**src/rtl/mem_arb_pkg.sv**
```systemverilog
// Shared types and helpers for the memory arbiter.
// Build option: MEM_ARB_FIXED_PRIO_EN selects fixed priority instead of round-robin.
package mem_arb_pkg;

    localparam int MAX_REQ    = 4;
    localparam int PTR_W      = 2;
    localparam int DEF_ADDR_W = 2;
    localparam int DEF_DATA_W = 8;

    typedef enum logic [1:0] {
        IDLE   = 2'd0,
        ISSUE  = 2'd1,
        RDWAIT = 2'd2
    } arb_state_t;

    // Requester index reached by stepping off positions past ptr, wrapping at n.
    function automatic logic [PTR_W-1:0] next_idx(input logic [PTR_W-1:0] ptr,
                                                  input int off, input int n);
        return PTR_W'((int'(ptr) + off) % n);
    endfunction

endpackage

```
**src/rtl/mem_arb_rr_pick.sv**
```systemverilog
// Combinational winner picker: round-robin from ptr+1, or lowest index first
// when MEM_ARB_FIXED_PRIO_EN is defined (ptr is then ignored).
module mem_arb_rr_pick
    import mem_arb_pkg::*;
#(
    parameter int NUM_REQ = 2
) (
    input  logic [NUM_REQ-1:0] req,
    input  logic [PTR_W-1:0]   ptr,
    output logic [NUM_REQ-1:0] win,
    output logic [PTR_W-1:0]   win_idx,
    output logic               found
);

    logic [MAX_REQ-1:0] req_ext;

`ifdef MEM_ARB_FIXED_PRIO_EN
    logic unused_ptr;
    assign unused_ptr = ^ptr;
`endif

    always_comb begin
        req_ext = '0;
        req_ext[NUM_REQ-1:0] = req;
        win_idx = '0;
        found   = 1'b0;
        win     = '0;
`ifdef MEM_ARB_FIXED_PRIO_EN
        for (int i = NUM_REQ - 1; i >= 0; i--) begin
            if (req_ext[i]) begin
                win_idx = PTR_W'(i);
                found   = 1'b1;
            end
        end
`else
        // Scan farthest-first so the candidate nearest ptr+1 overwrites the rest.
        for (int i = NUM_REQ; i >= 1; i--) begin
            if (req_ext[next_idx(ptr, i, NUM_REQ)]) begin
                win_idx = next_idx(ptr, i, NUM_REQ);
                found   = 1'b1;
            end
        end
`endif
        for (int j = 0; j < NUM_REQ; j++) begin
            win[j] = found && (win_idx == PTR_W'(j));
        end
    end

endmodule

```
**src/rtl/mem_arbiter.sv**
```systemverilog
// Single-port memory arbiter: one access at a time, registered command and read return.
// Build option: MEM_ARB_FIXED_PRIO_EN replaces round-robin with fixed priority.
module mem_arbiter
    import mem_arb_pkg::*;
#(
    parameter int NUM_REQ = 2,
    parameter int ADDR_W  = DEF_ADDR_W,
    parameter int DATA_W  = DEF_DATA_W
) (
    input  logic                        clk,
    input  logic                        reset,
    input  logic [NUM_REQ-1:0]          req,
    input  logic [NUM_REQ-1:0]          req_we,
    input  logic [NUM_REQ*ADDR_W-1:0]   req_addr,
    input  logic [NUM_REQ*DATA_W-1:0]   req_wdata,
    output logic [NUM_REQ-1:0]          gnt,
    output logic [NUM_REQ-1:0]          rvalid,
    output logic [DATA_W-1:0]           rdata,
    output logic [ADDR_W-1:0]           mem_addr,
    output logic                        mem_wr_en,
    output logic                        mem_rd_en,
    output logic [DATA_W-1:0]           mem_wdata,
    input  logic [DATA_W-1:0]           mem_rdata
);

    arb_state_t         state;
    logic [NUM_REQ-1:0] win_q;
    logic [NUM_REQ-1:0] pick_win;
    logic [PTR_W-1:0]   pick_idx;
    logic               pick_found;
    logic [PTR_W-1:0]   ptr;
    logic               sel_we;
    logic [ADDR_W-1:0]  sel_addr;
    logic [DATA_W-1:0]  sel_wdata;

`ifdef MEM_ARB_FIXED_PRIO_EN
    logic unused_idx;
    assign ptr        = '0;
    assign unused_idx = ^pick_idx;
`endif

    mem_arb_rr_pick #(.NUM_REQ(NUM_REQ)) u_pick (
        .req     (req),
        .ptr     (ptr),
        .win     (pick_win),
        .win_idx (pick_idx),
        .found   (pick_found)
    );

    always_comb begin
        sel_we    = 1'b0;
        sel_addr  = '0;
        sel_wdata = '0;
        for (int i = 0; i < NUM_REQ; i++) begin
            if (pick_win[i]) begin
                sel_we    = req_we[i];
                sel_addr  = req_addr[i*ADDR_W +: ADDR_W];
                sel_wdata = req_wdata[i*DATA_W +: DATA_W];
            end
        end
    end

    always_ff @(posedge clk or negedge reset) begin
        if (!reset) begin
            state     <= IDLE;
            win_q     <= '0;
            gnt       <= '0;
            rvalid    <= '0;
            rdata     <= '0;
            mem_addr  <= '0;
            mem_wdata <= '0;
            mem_wr_en <= 1'b0;
            mem_rd_en <= 1'b0;
`ifndef MEM_ARB_FIXED_PRIO_EN
            ptr       <= PTR_W'(NUM_REQ - 1);
`endif
        end else begin
            gnt       <= '0;
            rvalid    <= '0;
            mem_wr_en <= 1'b0;
            mem_rd_en <= 1'b0;
            case (state)
                IDLE: begin
                    if (pick_found) begin
                        state     <= ISSUE;
                        win_q     <= pick_win;
                        gnt       <= pick_win;
                        mem_addr  <= sel_addr;
                        mem_wdata <= sel_wdata;
                        mem_wr_en <= sel_we;
                        mem_rd_en <= !sel_we;
`ifndef MEM_ARB_FIXED_PRIO_EN
                        ptr       <= pick_idx;
`endif
                    end
                end
                // The registered write enable is the latched direction of this access.
                ISSUE:  state <= mem_wr_en ? IDLE : RDWAIT;
                RDWAIT: begin
                    rdata  <= mem_rdata;
                    rvalid <= win_q;
                    state  <= IDLE;
                end
                default: state <= IDLE;
            endcase
        end
    end

endmodule
```
**config.mk**
```make
export PLATFORM = sky130hd
export DESIGN_NAME = mem_arbiter
export DESIGN_NICKNAME = d
export VERILOG_FILES = /design/src/rtl/mem_arb_pkg.sv /design/src/rtl/mem_arb_rr_pick.sv /design/src/rtl/mem_arbiter.sv
export SDC_FILE = /design/constraint.sdc
export NUM_CORES = 1
export LEC_CHECK = 0
export CAP_MARGIN = 20
export CELL_PAD_IN_SITES_DETAIL_PLACEMENT = 2
export CELL_PAD_IN_SITES_GLOBAL_PLACEMENT = 2
export CORE_MARGIN = 4
export CORE_UTILIZATION = 26
export CTS_BUF_LIST = sky130_fd_sc_hd__clkbuf_4
export DETAILED_ROUTE_END_ITERATION = 10
export GPL_TIMING_DRIVEN = 0
export PLACE_DENSITY = 0.89
export SYNTH_ARGS = -nofsm -noshare
export SYNTH_HDL_FRONTEND = slang
export SYNTH_HIERARCHICAL = 1
export SYNTH_SLANG_ARGS = --single-unit
export TNS_END_PERCENT = 30
```
**constraint.sdc**
```tcl
create_clock -name clk -period 1.85 [get_ports clk]
set_input_delay 0.2775 -clock clk [delete_from_list [all_inputs] [get_ports clk]]
set_output_delay 0.2775 -clock clk [all_outputs]
set_load 0.05 [all_outputs]
```
==> run metrics <==
result of the run=finished, final reports clean; routability congestion estimate=between 0.6 and 0.7; GRT Resource Usage Total=between 10% and 20%; DP Worst Slack=-0.315 ns; Rel. slew slack=about two thirds; fraction of final layout cells sized beyond drive strength 1=21.5%; CTS H-tree depth=2; CTS sink cnt=29; DRC=0; die boundary height=~77 microns; Via-to-Cell Ratio=4.66; critical-path maximum fanout=2; crit path capture type=primary output; number of pins exceeding their max-slew limit in the final report=0; RSZ-0062 raised after global routing=false; core box area=4440 sq um; post-placement cell area=1870 sq um; largest buffer count on any clock path=2; antenna violations before repair=0; post-route worst setup slack=roughly 0.071 ns; count of vias placed by the detailed router=1001; achievable frequency=roughly 560 MHz; die footprint=5850 sq um; Initial Util=between 20 and 30%; residual overflow from global routing=0; clock edge transition at the registers on the reported setup and hold paths=~0.09 ns; netlist area before placement=1220 sq um; most frequent cells in the layout=sky130_fd_sc_hd__clkdlybuf4s50_1, sky130_fd_sc_hd__dfrtp_1, sky130_fd_sc_hd__nor2_1, sky130_fd_sc_hd__mux2_2; count of synthesis-stage warnings from yosys=6; count of port buffers added during placement=57; placed wire-length estimate after detailed placement=2.96 mm; top cell family by delay on the critical path=buffers and inverters; required time at the endpoint of the critical path=1.57 ns; number of rows in the core area=24; routed len/inst=16.9 microns; DIE WIDTH=roughly 77 microns; commonest non-fill, non-tap cell in the layout=sky130_fd_sc_hd__clkdlybuf4s50_1; final count of negative-setup-slack endpoints=0; Max-Cap Viols=0; arrival time at the worst endpoint=1.50 ns; latest clock arrival within the worst-skew pair=roughly 0.32 ns; slowest cell on the critical path=sky130_fd_sc_hd__clkdlybuf4s50_1; crit start category=register; Synth-to-Final Area Change=58.3%; antenna fix cells=0; clock tree from TritonCTS=yes; number of hold-repair buffers added at the cts stage=0; Final #Nets=196; antenna violation net count after detailed routing=0; number of buffers added by the clock tree synthesis step=5; series of cell instances along the critical path=clkdlybuf4s50_1; count of endpoints failing hold in the final timing report=0; Iteration-0 DRC Markers=23; number of global-route vias before repair=1191; clock root buffer master=sky130_fd_sc_hd__clkbuf_4; post-route clock skew=0.00653 ns; average instance area after synthesis=12.6 sq um; CP max stage delay=0.81 ns; type of the worst setup path=register to primary output; Critical path buffers and inverters=1; final period demand of the worst path=1.78 ns; static leakage power=0.000849 uW; final routed wirelength across all metal layers=3.64 mm; transition time at the pin with the least slew margin=approximately 0.52 ns; worst min-delay path class=input port to asynchronous set/reset pin; maximum VDD drop=521 uV; share of the cycle needed by the critical path after routing=96.1%; syn_nets=131; number of optimization iterations in the first detailed-route pass=3; Tot Pwr=around 3600 uW; summed area of non-filler cells in the final layout=1930 sq um; global-route wire length before repair=6.17 mm; gate count after technology mapping=97; power per unit of standard cell area=1880 nW/um^2; pin count of the biggest net entering global routing=21; ports placed on the boundary=58
sequential cells by signal (all words and copies together) (netlist names):
| register | flops |
|---|---|
| mem_wdata | 8 |
| rdata | 8 |
| gnt | 2 |
| mem_addr | 2 |
| rvalid | 2 |
| state | 2 |
| win_q | 2 |
| mem_rd_en | 1 |
| mem_wr_en | 1 |
| ptr | 1 |
metal layers:
layer | GRT usage, % | part of all wire (%)
met1 | 13.4 | 38
met2 | 25.8 | 55
met3 | 5.20 | 5.9
met4 | 4.35 | 1.3
met5 | 0 | 0
worst paths after layout:
check,from,endpoint,slack [ns],cells after the start
min in group clk,mem_wr_en,state[1],0.43,1
min,reset,win_q[0],0.29,1
max in group asynchronous,reset,rdata[0],1.03,2
max reg2reg,ptr[0],mem_rd_en,0.15,6
min reg2reg,mem_wr_en,state[1],0.43,1
max,mem_wdata[7],mem_wdata[7],0.07,1
layout make-up:
cell class,count,area [sq um]
sequential,29,727
timing repair buffer,58,596
tap,52,65.1
inverter,4,17.5
clock inverter,3,12.5
fill,469,2510
multi-input combinational,59,425
clock buffer,5,37.5
buffer,5,50.0
where the power goes:
group / switching (uW) / internal [uW] / leakage, uW
logic: 1380 / 823 / 0.000468
clock network: 209 / 137 / 0.0000300
registers: 158 / 935 / 0.000351
worst reg2reg max path, cell delays in order, from the launching register on:
cell and delay [ns]:
sky130_fd_sc_hd__dfstp_2 0.57, sky130_fd_sc_hd__inv_1 0.06, sky130_fd_sc_hd__a21boi_1 0.32, sky130_fd_sc_hd__nor2b_1 0.23
sky130_fd_sc_hd__buf_6 0.17, sky130_fd_sc_hd__a22oi_2 0.07, sky130_fd_sc_hd__and2_1 0.19
repair_timing:
item	CTS	global route
setup buffers	0	0
endpoints found under the hold margin	0	0
setup endpoints to repair	0	16
resized for setup	0	5
stage by stage:
stage	setup TNS [ns]	util (%)	cells	hold WS, ns
final	0	43.4	215	0.291
after global routing	0	43.4	215	0.286
after CTS	0	43.2	215	0.289
after detailed placement	-3.17	42.1	207	0.435
after global placement	-2.30	41.8	206	0.422
after floorplan	0	-	97	-0.0181
Power figures use the tool's default switching activity.
